File: src/rtl/noc_local_injector.sv
// Local-port injector: turns core packet requests into header/body/tail flits, metered by router credits.
// Define NOC_INJ_SEQ_EN to stamp an 8-bit wrapping sequence number into header bits [17:10].
module noc_local_injector #(
    parameter int FIFO_DEPTH = 4
) (
    input  logic        clk,
    input  logic        reset,
    input  logic [1:0]  routeridx,
    input  logic [1:0]  routeridy,
    input  logic        pkt_valid,
    output logic        pkt_ready,
    input  logic [1:0]  pkt_dst_x,
    input  logic [1:0]  pkt_dst_y,
    input  logic [3:0]  pkt_len,
    input  logic        data_valid,
    output logic        data_ready,
    input  logic [29:0] data_in,
    output logic [31:0] local_in,
    output logic        push_local,
    input  logic        pop_local,
    output logic        busy,
    output logic        credit_err
);

    localparam logic [1:0] ST_IDLE    = 2'd0;
    localparam logic [1:0] ST_HEAD    = 2'd1;
    localparam logic [1:0] ST_PAYLOAD = 2'd2;
    localparam logic [2:0] CREDIT_MAX = 3'(FIFO_DEPTH);

    logic [1:0]  state_q, state_d;
    logic [1:0]  src_x_q, src_x_d;
    logic [1:0]  src_y_q, src_y_d;
    logic [1:0]  dst_x_q, dst_x_d;
    logic [1:0]  dst_y_q, dst_y_d;
    logic [3:0]  len_q, len_d;
    logic [3:0]  cnt_q, cnt_d;
    logic [2:0]  credit_q, credit_d;
    logic        err_q, err_d;
    logic [31:0] flit_q, flit_d;
    logic        push_q, push_d;
    logic [7:0]  seq_field;
    logic        have_credit;

`ifdef NOC_INJ_SEQ_EN
    logic [7:0]  seq_q, seq_d;
    assign seq_field = seq_q;
`else
    assign seq_field = 8'h00;
`endif

    assign have_credit = (credit_q != 3'd0);
    assign pkt_ready   = (state_q == ST_IDLE);
    assign data_ready  = (state_q == ST_PAYLOAD) && have_credit;
    assign busy        = (state_q != ST_IDLE);
    assign local_in    = flit_q;
    assign push_local  = push_q;
    assign credit_err  = err_q;

    always_comb begin
        state_d  = state_q;
        src_x_d  = src_x_q;
        src_y_d  = src_y_q;
        dst_x_d  = dst_x_q;
        dst_y_d  = dst_y_q;
        len_d    = len_q;
        cnt_d    = cnt_q;
        flit_d   = flit_q;
        push_d   = 1'b0;
        credit_d = credit_q;
        err_d    = err_q;
`ifdef NOC_INJ_SEQ_EN
        seq_d    = seq_q;
`endif

        case (state_q)
            ST_IDLE: begin
                if (pkt_valid) begin
                    src_x_d = routeridx;
                    src_y_d = routeridy;
                    dst_x_d = pkt_dst_x;
                    dst_y_d = pkt_dst_y;
                    len_d   = pkt_len;
                    state_d = ST_HEAD;
                end
            end
            ST_HEAD: begin
                if (have_credit) begin
                    flit_d  = {2'b01, src_x_q, src_y_q, dst_x_q, dst_y_q, len_q, seq_field, 10'b0};
                    push_d  = 1'b1;
                    cnt_d   = len_q;
                    state_d = ST_PAYLOAD;
`ifdef NOC_INJ_SEQ_EN
                    seq_d   = seq_q + 8'd1;
`endif
                end
            end
            ST_PAYLOAD: begin
                if (data_valid && have_credit) begin
                    push_d = 1'b1;
                    if (cnt_q != 4'd0) begin
                        flit_d = {2'b10, data_in};
                        cnt_d  = cnt_q - 4'd1;
                    end else begin
                        flit_d  = {2'b11, data_in};
                        state_d = ST_IDLE;
                    end
                end
            end
            default: state_d = ST_IDLE;
        endcase

        // Credit is consumed when the flit is registered, so the next cycle already sees it.
        case ({push_d, pop_local})
            2'b10: credit_d = credit_q - 3'd1;
            2'b01: begin
                if (credit_q == CREDIT_MAX) err_d = 1'b1;
                else                        credit_d = credit_q + 3'd1;
            end
            default: credit_d = credit_q;
        endcase
    end

    always_ff @(posedge clk or negedge reset) begin
        if (!reset) begin
            state_q  <= ST_IDLE;
            src_x_q  <= '0;
            src_y_q  <= '0;
            dst_x_q  <= '0;
            dst_y_q  <= '0;
            len_q    <= '0;
            cnt_q    <= '0;
            flit_q   <= '0;
            push_q   <= 1'b0;
            credit_q <= CREDIT_MAX;
            err_q    <= 1'b0;
`ifdef NOC_INJ_SEQ_EN
            seq_q    <= '0;
`endif
        end else begin
            state_q  <= state_d;
            src_x_q  <= src_x_d;
            src_y_q  <= src_y_d;
            dst_x_q  <= dst_x_d;
            dst_y_q  <= dst_y_d;
            len_q    <= len_d;
            cnt_q    <= cnt_d;
            flit_q   <= flit_d;
            push_q   <= push_d;
            credit_q <= credit_d;
            err_q    <= err_d;
`ifdef NOC_INJ_SEQ_EN
            seq_q    <= seq_d;
`endif
        end
    end

endmodule
File: config.mk
export PLATFORM = sky130hd
export DESIGN_NAME = noc_local_injector
export DESIGN_NICKNAME = d
export VERILOG_FILES = /design/src/rtl/noc_local_injector.sv
export SDC_FILE = /design/constraint.sdc
export NUM_CORES = 1
export LEC_CHECK = 0
export ABC_AREA = 1
export BUFFER_PORTS_ARGS = -buffer_cell sky130_fd_sc_hd__buf_2
export CAP_MARGIN = 0
export CORE_UTILIZATION = 30
export CTS_BUF_LIST = sky130_fd_sc_hd__clkbuf_16
export CTS_CLUSTER_DIAMETER = 100
export DETAILED_ROUTE_END_ITERATION = 10
export SETUP_SLACK_MARGIN = 0.2
export SYNTH_ARGS = -nofsm -noshare
export SYNTH_HDL_FRONTEND = slang
export SYNTH_SLANG_ARGS = --single-unit
File: constraint.sdc
create_clock -name clk -period 2.2 [get_ports clk]
set_input_delay 0.55 -clock clk [delete_from_list [all_inputs] [get_ports clk]]
set_output_delay 0.55 -clock clk [all_outputs]
set_load 0.005 [all_outputs]
# ---- Word-level counts from Yosys, hierarchy flattened
# Index checks and enable logic that the tools add are counted.
dict set report classes {
  n_reduce_logical 14
  n_eq_ne 11
  n_mux 18
  addsub 3
}
# op count
set ops {}
lappend ops {{32-bit 2-to-1 mux} 2}
lappend ops {{32-bit case mux with 2 select lines} 1}
lappend ops {{31-bit 2-to-1 mux} 1}
lappend ops {{4-bit 2-to-1 mux} 3}
lappend ops {{2-bit 2-to-1 mux} 4}
lappend ops {{2-bit != test (second input constant)} 4}
lappend ops {{4-bit case mux with 2 select lines} 1}
lappend ops {{4-bit AND reduction} 2}
lappend ops {{2-bit case mux with 3 select lines} 1}
lappend ops {{3-bit case mux with 2 select lines} 1}
lappend ops {{2-bit AND reduction} 3}
lappend ops {{2-bit nonzero test} 3}
lappend ops {{2-bit by 1-bit == test with 1-bit output (second input constant)} 2}
lappend ops {{2-bit == test (second input constant)} 2}
lappend ops {{2-bit by 1-bit != test with 1-bit output (second input constant)} 2}
lappend ops {{4-bit nonzero test} 1}
lappend ops {{4-bit by 1-bit subtractor with 4-bit output (second input constant)} 1}
lappend ops {{3-bit by 1-bit adder with 3-bit output (second input constant)} 1}
lappend ops {{3-bit == test (second input constant)} 1}
lappend ops {{3-bit 2-to-1 mux} 1}
lappend ops {{3-bit AND reduction} 1}
lappend ops {{3-bit nonzero test} 1}
lappend ops {{3-bit by 1-bit subtractor with 3-bit output (second input constant)} 1}
lappend ops {{1-bit logical AND} 2}
lappend ops {{3 further kinds} 4}
dict set report word_totals {
  elab_cells 57
  ff_bits 55
  output_inout_bits 37
  in_bits 47
}

# ---- Longest topological paths before layout
dict set report logic_depth {
  word_depth 7
  mapped_depth 14
  depth_no_buf 14
}

# ---- Worst setup path after synthesis
# OpenSTA, ideal clock, no wires.
dict set report synth_path {
  path_kind {register -> register}
  startpoint {register state_q[0]}
  endpoint {register credit_q[2]}
  setup_slack_ps 301
  required_ps 2142
  path_buffers 0
  setup_ps 58
  stages_incl_launch_ff 15
  arrival_time_ps 1841
  period_less_slack_ps 1899
  path_cell_list {dfrtp_1 > inv_1 > ha_1 > nand3_1 > nand2_1 > nand2_1 > inv_1 > nor2_1 > inv_1 > fa_1 > inv_1 > nand3_1 > nand3_1 > nand2_1 > inv_1}
}
dict set report synth_via {
  elab_chain_cells 5
  word_cells_on_any_way 9
  classes_between {eq/ne: 5; mux: 2; reduce/logical: 2}
}
# item line
set synth_rtl {}
lappend synth_rtl {{start, declared} 30} ;# logic [1:0] state_q, state_d;
lappend synth_rtl {{start signal, assigned} 140} ;# state_q <= state_d;
lappend synth_rtl {{2-bit == test or 2-bit by 1-bit == test with 1-bit output (tied branches)} 75} ;# case (state_q)
lappend synth_rtl {{1-bit case mux with 2 select lines *} 75}
lappend synth_rtl {{via push_d} 40} ;# logic push_q, push_d;
lappend synth_rtl {{2-bit by 1-bit == test with 1-bit output or 2-bit == test (tied branches)} 113} ;# case ({push_d, pop_local})
lappend synth_rtl {{2-bit != test (no line) or 2-bit nonzero test (tied branches)} n/a}
lappend synth_rtl {{2-bit AND reduction (no line)} n/a}
lappend synth_rtl {{end signal, assigned} 149} ;# credit_q <= credit_d;
lappend synth_rtl {{end, declared} 37} ;# logic [2:0] credit_q, credit_d;
# Mark *: on every way through the listed nets, which the timed path passes. The rest lies on a longest branch.
# A chain may end at the register's enable or synchronous reset.

# ---- Final worst setup path
dict set report layout_path {
  startpoint {register state_q[1]}
  endpoint {register credit_q[2]}
}
# Same word-level chain as after synthesis.

==> flow_metrics.py <==
metrics = {
    "sta": {
        "rsz0062_at_grt": "false",
        "whs_ns": 0.197,
        "slew_viol_final": 0,
        "tns_ns": 0,
        "worstMarginPinSlew_ns": 0.450,
        "fmax_ghz": 0.534,
        "fin_ws_ns": 0.327,
        "hold_viol_final": 0,
        "clock_skew_ns": 0.00361,
        "setup_viol": 0,
        "maxSlewHeadroom_pct": 70.0,
        "post-route-min-period_ns": 1.87,
        "min_period_over_period_pct": 85.1,
    },
    "run_status": {
        "status": "finished, final reports clean",
    },
    "global_routing": {
        "gr-total-overflow": 0,
        "grt_pass1_wl_um": 8990,
        "grt_usage_pct": 13.4,
        "grt_pass1_vias": 1920,
        "grt_max_degree": 28,
        "antenna_found_initial": 0,
    },
    "final_layout": {
        "finalNetCount": 388,
        "fillers": 797,
        "layout_common_cells": "buf_2 (83), dfrtp_1 (54), nand2_1 (44)",
        "layout_commonest_cell": "buf_2",
        "diodes": 0,
        "area_delta_synth_final_pct": 34.4,
        "final_layout_size_suffix_gt1_share_pct": 40.8,
    },
    "pwr": {
        "worst_ir_drop_vdd_mv": 0.640,
        "power.density_nw_per_um2": 1540,
        "p_leak_uw": 0.00165,
    },
    "die": {
        "io_pins": 84,
        "start_util_pct": 31.3,
        "fp.coreArea_um2": 7810,
        "fp.dieH_um": 92.2,
        "die_w_um": 92.2,
        "die-area_um2": 8500,
        "rows": 32,
    },
    "clocking": {
        "cts_sinks": 55,
        "clk_path_buf_depth": 2,
        "cts_made_buffers": 5,
        "cts_htree_levels": 2,
        "insertion_delay_ns": 0.29,
        "cts_tree": "yes",
        "clk_pin_slew_ns": 0.07,
        "root_buffer": "clkbuf_16",
    },
    "setup_path": {
        "reg2reg_from": "state_q[1]$_DFFE_PN0P_",
        "timing.rr.end": "credit_q[2]$_DFFE_PN1P_",
        "end_kind": "register",
        "cp.arrival_ns": 2.11,
        "ff2ff_path_depth": 12,
        "crit_required_ns": 2.44,
        "worst-path-max-fanout": 4,
        "crit_path_end": "credit_q[2]$_DFFE_PN1P_",
        "regToRegSetupSlack_ns": 0.33,
        "critPathLaunch": "state_q[1]$_DFFE_PN0P_",
        "worst_setup_path_start_kind": "register",
        "crit_type": "register to register",
    },
    "placed_design": {
        "dp_slack_ns": 0.0966,
        "dp_hpwl_um": 4030,
        "port_buffers": 83,
        "place_congestion": 0.747,
    },
    "synth": {
        "async_flop_share_pct": 100,
        "yosysWarnings": 0,
        "syn_nets": 292,
        "synth_top_flop_cell": "dfrtp_1",
        "yosys_register_bits": 55,
        "seq_area_frac_synth_pct": 56.5,
        "postSynthAreaPerCell_um2": 10.2,
        "netlist_instances": 239,
        "netlist_area_um2": 2440,
        "synthDistinctLibCells": 28,
        "synth_edf_count": 0,
    },
    "drt": {
        "vias": 2051,
        "first_pass_iters": 4,
        "routed_wl_um": 5620,
        "wire_per_inst_um": 12.8,
        "drt_iter0_markers": 45,
        "viasPerCell": 4.68,
        "drc_errors": 0,
        "ant_nets": 0,
    },
    "hold_path": {
        "min_path_type": "input port to asynchronous set/reset pin",
    },
    "run": {
        "cap_violations": 0,
    },
}
-- power by group --
part           leakage, uW  total [uW]  internal (uW)  switching [uW]
combinational     0.000913        2530           1150            1370
clock            0.0000658         791            421             370
sequential        0.000673        1750           1520             225
-- worst min-delay path by stage --
| stage | endpoint | slack [ns] | depth (start not counted) |
|---|---|---|---|
| 2_1_floorplan | cnt_q[0]$_DFFE_PN0P_ | 0.25 | 0 |
| 3_3_place_gp | local_in[31]$_DFFE_PN0P_ | 0.46 | 2 |
| 3_5_place_dp | credit_err$_DFFE_PN0P_ | 0.46 | 1 |
| 4_1_cts | dst_y_q[0]$_DFFE_PN0P_ | 0.21 | 1 |
| 5_1_grt | dst_y_q[0]$_DFFE_PN0P_ | 0.23 | 1 |
| 6_report | dst_y_q[0]$_DFFE_PN0P_ | 0.20 | 1 |
-- through the flow --
step                      utilization [%]  instances  area, um^2  total power (uW)
after floorplan                         -        239        2440              3340
after global placement               38.4        421        3000              4010
after detailed placement             38.4        421        3000              4070
after CTS                            40.7        433        3180              4940
after global routing                 42.0        438        3280              5530
final                                42.0        438        3280              5060
-- what timing repair did --
item                                    4_1_cts  5_1_grt
endpoints found under the setup margin        1       11
pin swaps                                     1        7
hold buffers                                  0        0
gates resized for setup                       2       18
buffers inserted                              4        5
-- layout make-up --
cell class	count	area [um^2]	share of cell area [%]
Clock buffer	5	125	3.82
Clock inverter	3	20.0	0.611
Inverter	22	86.3	2.63
Multi-Input combinational cell	151	970	29.6
Sequential cell	55	1380	42.0
Tap cell	102	128	3.89
Timing Repair Buffer	100	572	17.4
-- sequential cells by signal (all words and copies together), names as in the netlist, 2 cells and up --
register and flops:
src_y_q 2, credit_q 3, len_q 4, local_in 32
dst_y_q 2, state_q 2, cnt_q 4, dst_x_q 2
src_x_q 2
-- Yosys cell counts, types with 3 or more instances --
cell	n	area, um^2
dfrtp_1	54	1350
nand2_1	48	180
inv_1	20	75.1
a32o_1	18	180
nor2_1	18	67.6
o21ai_0	18	90.1
nand3_1	11	55.1
a21oi_1	8	40.0
mux2_2	6	67.6
ha_1	5	62.6
o21ai_1	5	25.0
clkbuf_1	4	15.0
buf_2	3	15.0
buf_6	3	33.8
o21a_1	3	22.5
o31ai_2	3	37.5
-- routing by layer --
layer / part of all wire, % / track usage, % / up-vias
met5: 0 / 0 / -
met4: 1.1 / 3.52 / 0
met3: 4.8 / 2.74 / 6
met2: 47 / 22.1 / 60
met1: 47 / 17.9 / 975
li1: - / - / 1010
-- cells by family after synthesis --
logic type	count (synthesis)	synth area share [%]
adder cells (fa/ha/maj)	6	3.38
AND/OR/NAND/NOR	79	13.0
XOR/XNOR	1	0.359
AO/OA/AOI/OAI	59	17.7
buffers and inverters	33	6.31
multiplexers	6	2.77
flip-flops	55	56.5
-- critical path, cell delays in order, from the launching register on --
cell     delay (ns)
dfrtp_1        0.41
inv_2          0.09
ha_1           0.31
nand2_2        0.09
inv_2          0.05
nor2_4         0.09
inv_2          0.05
fa_2           0.41
inv_2          0.07
nand3_1        0.07
nand3_1        0.07
nand2_1        0.05
inv_1          0.05
(Power assumes the default switching activity.)
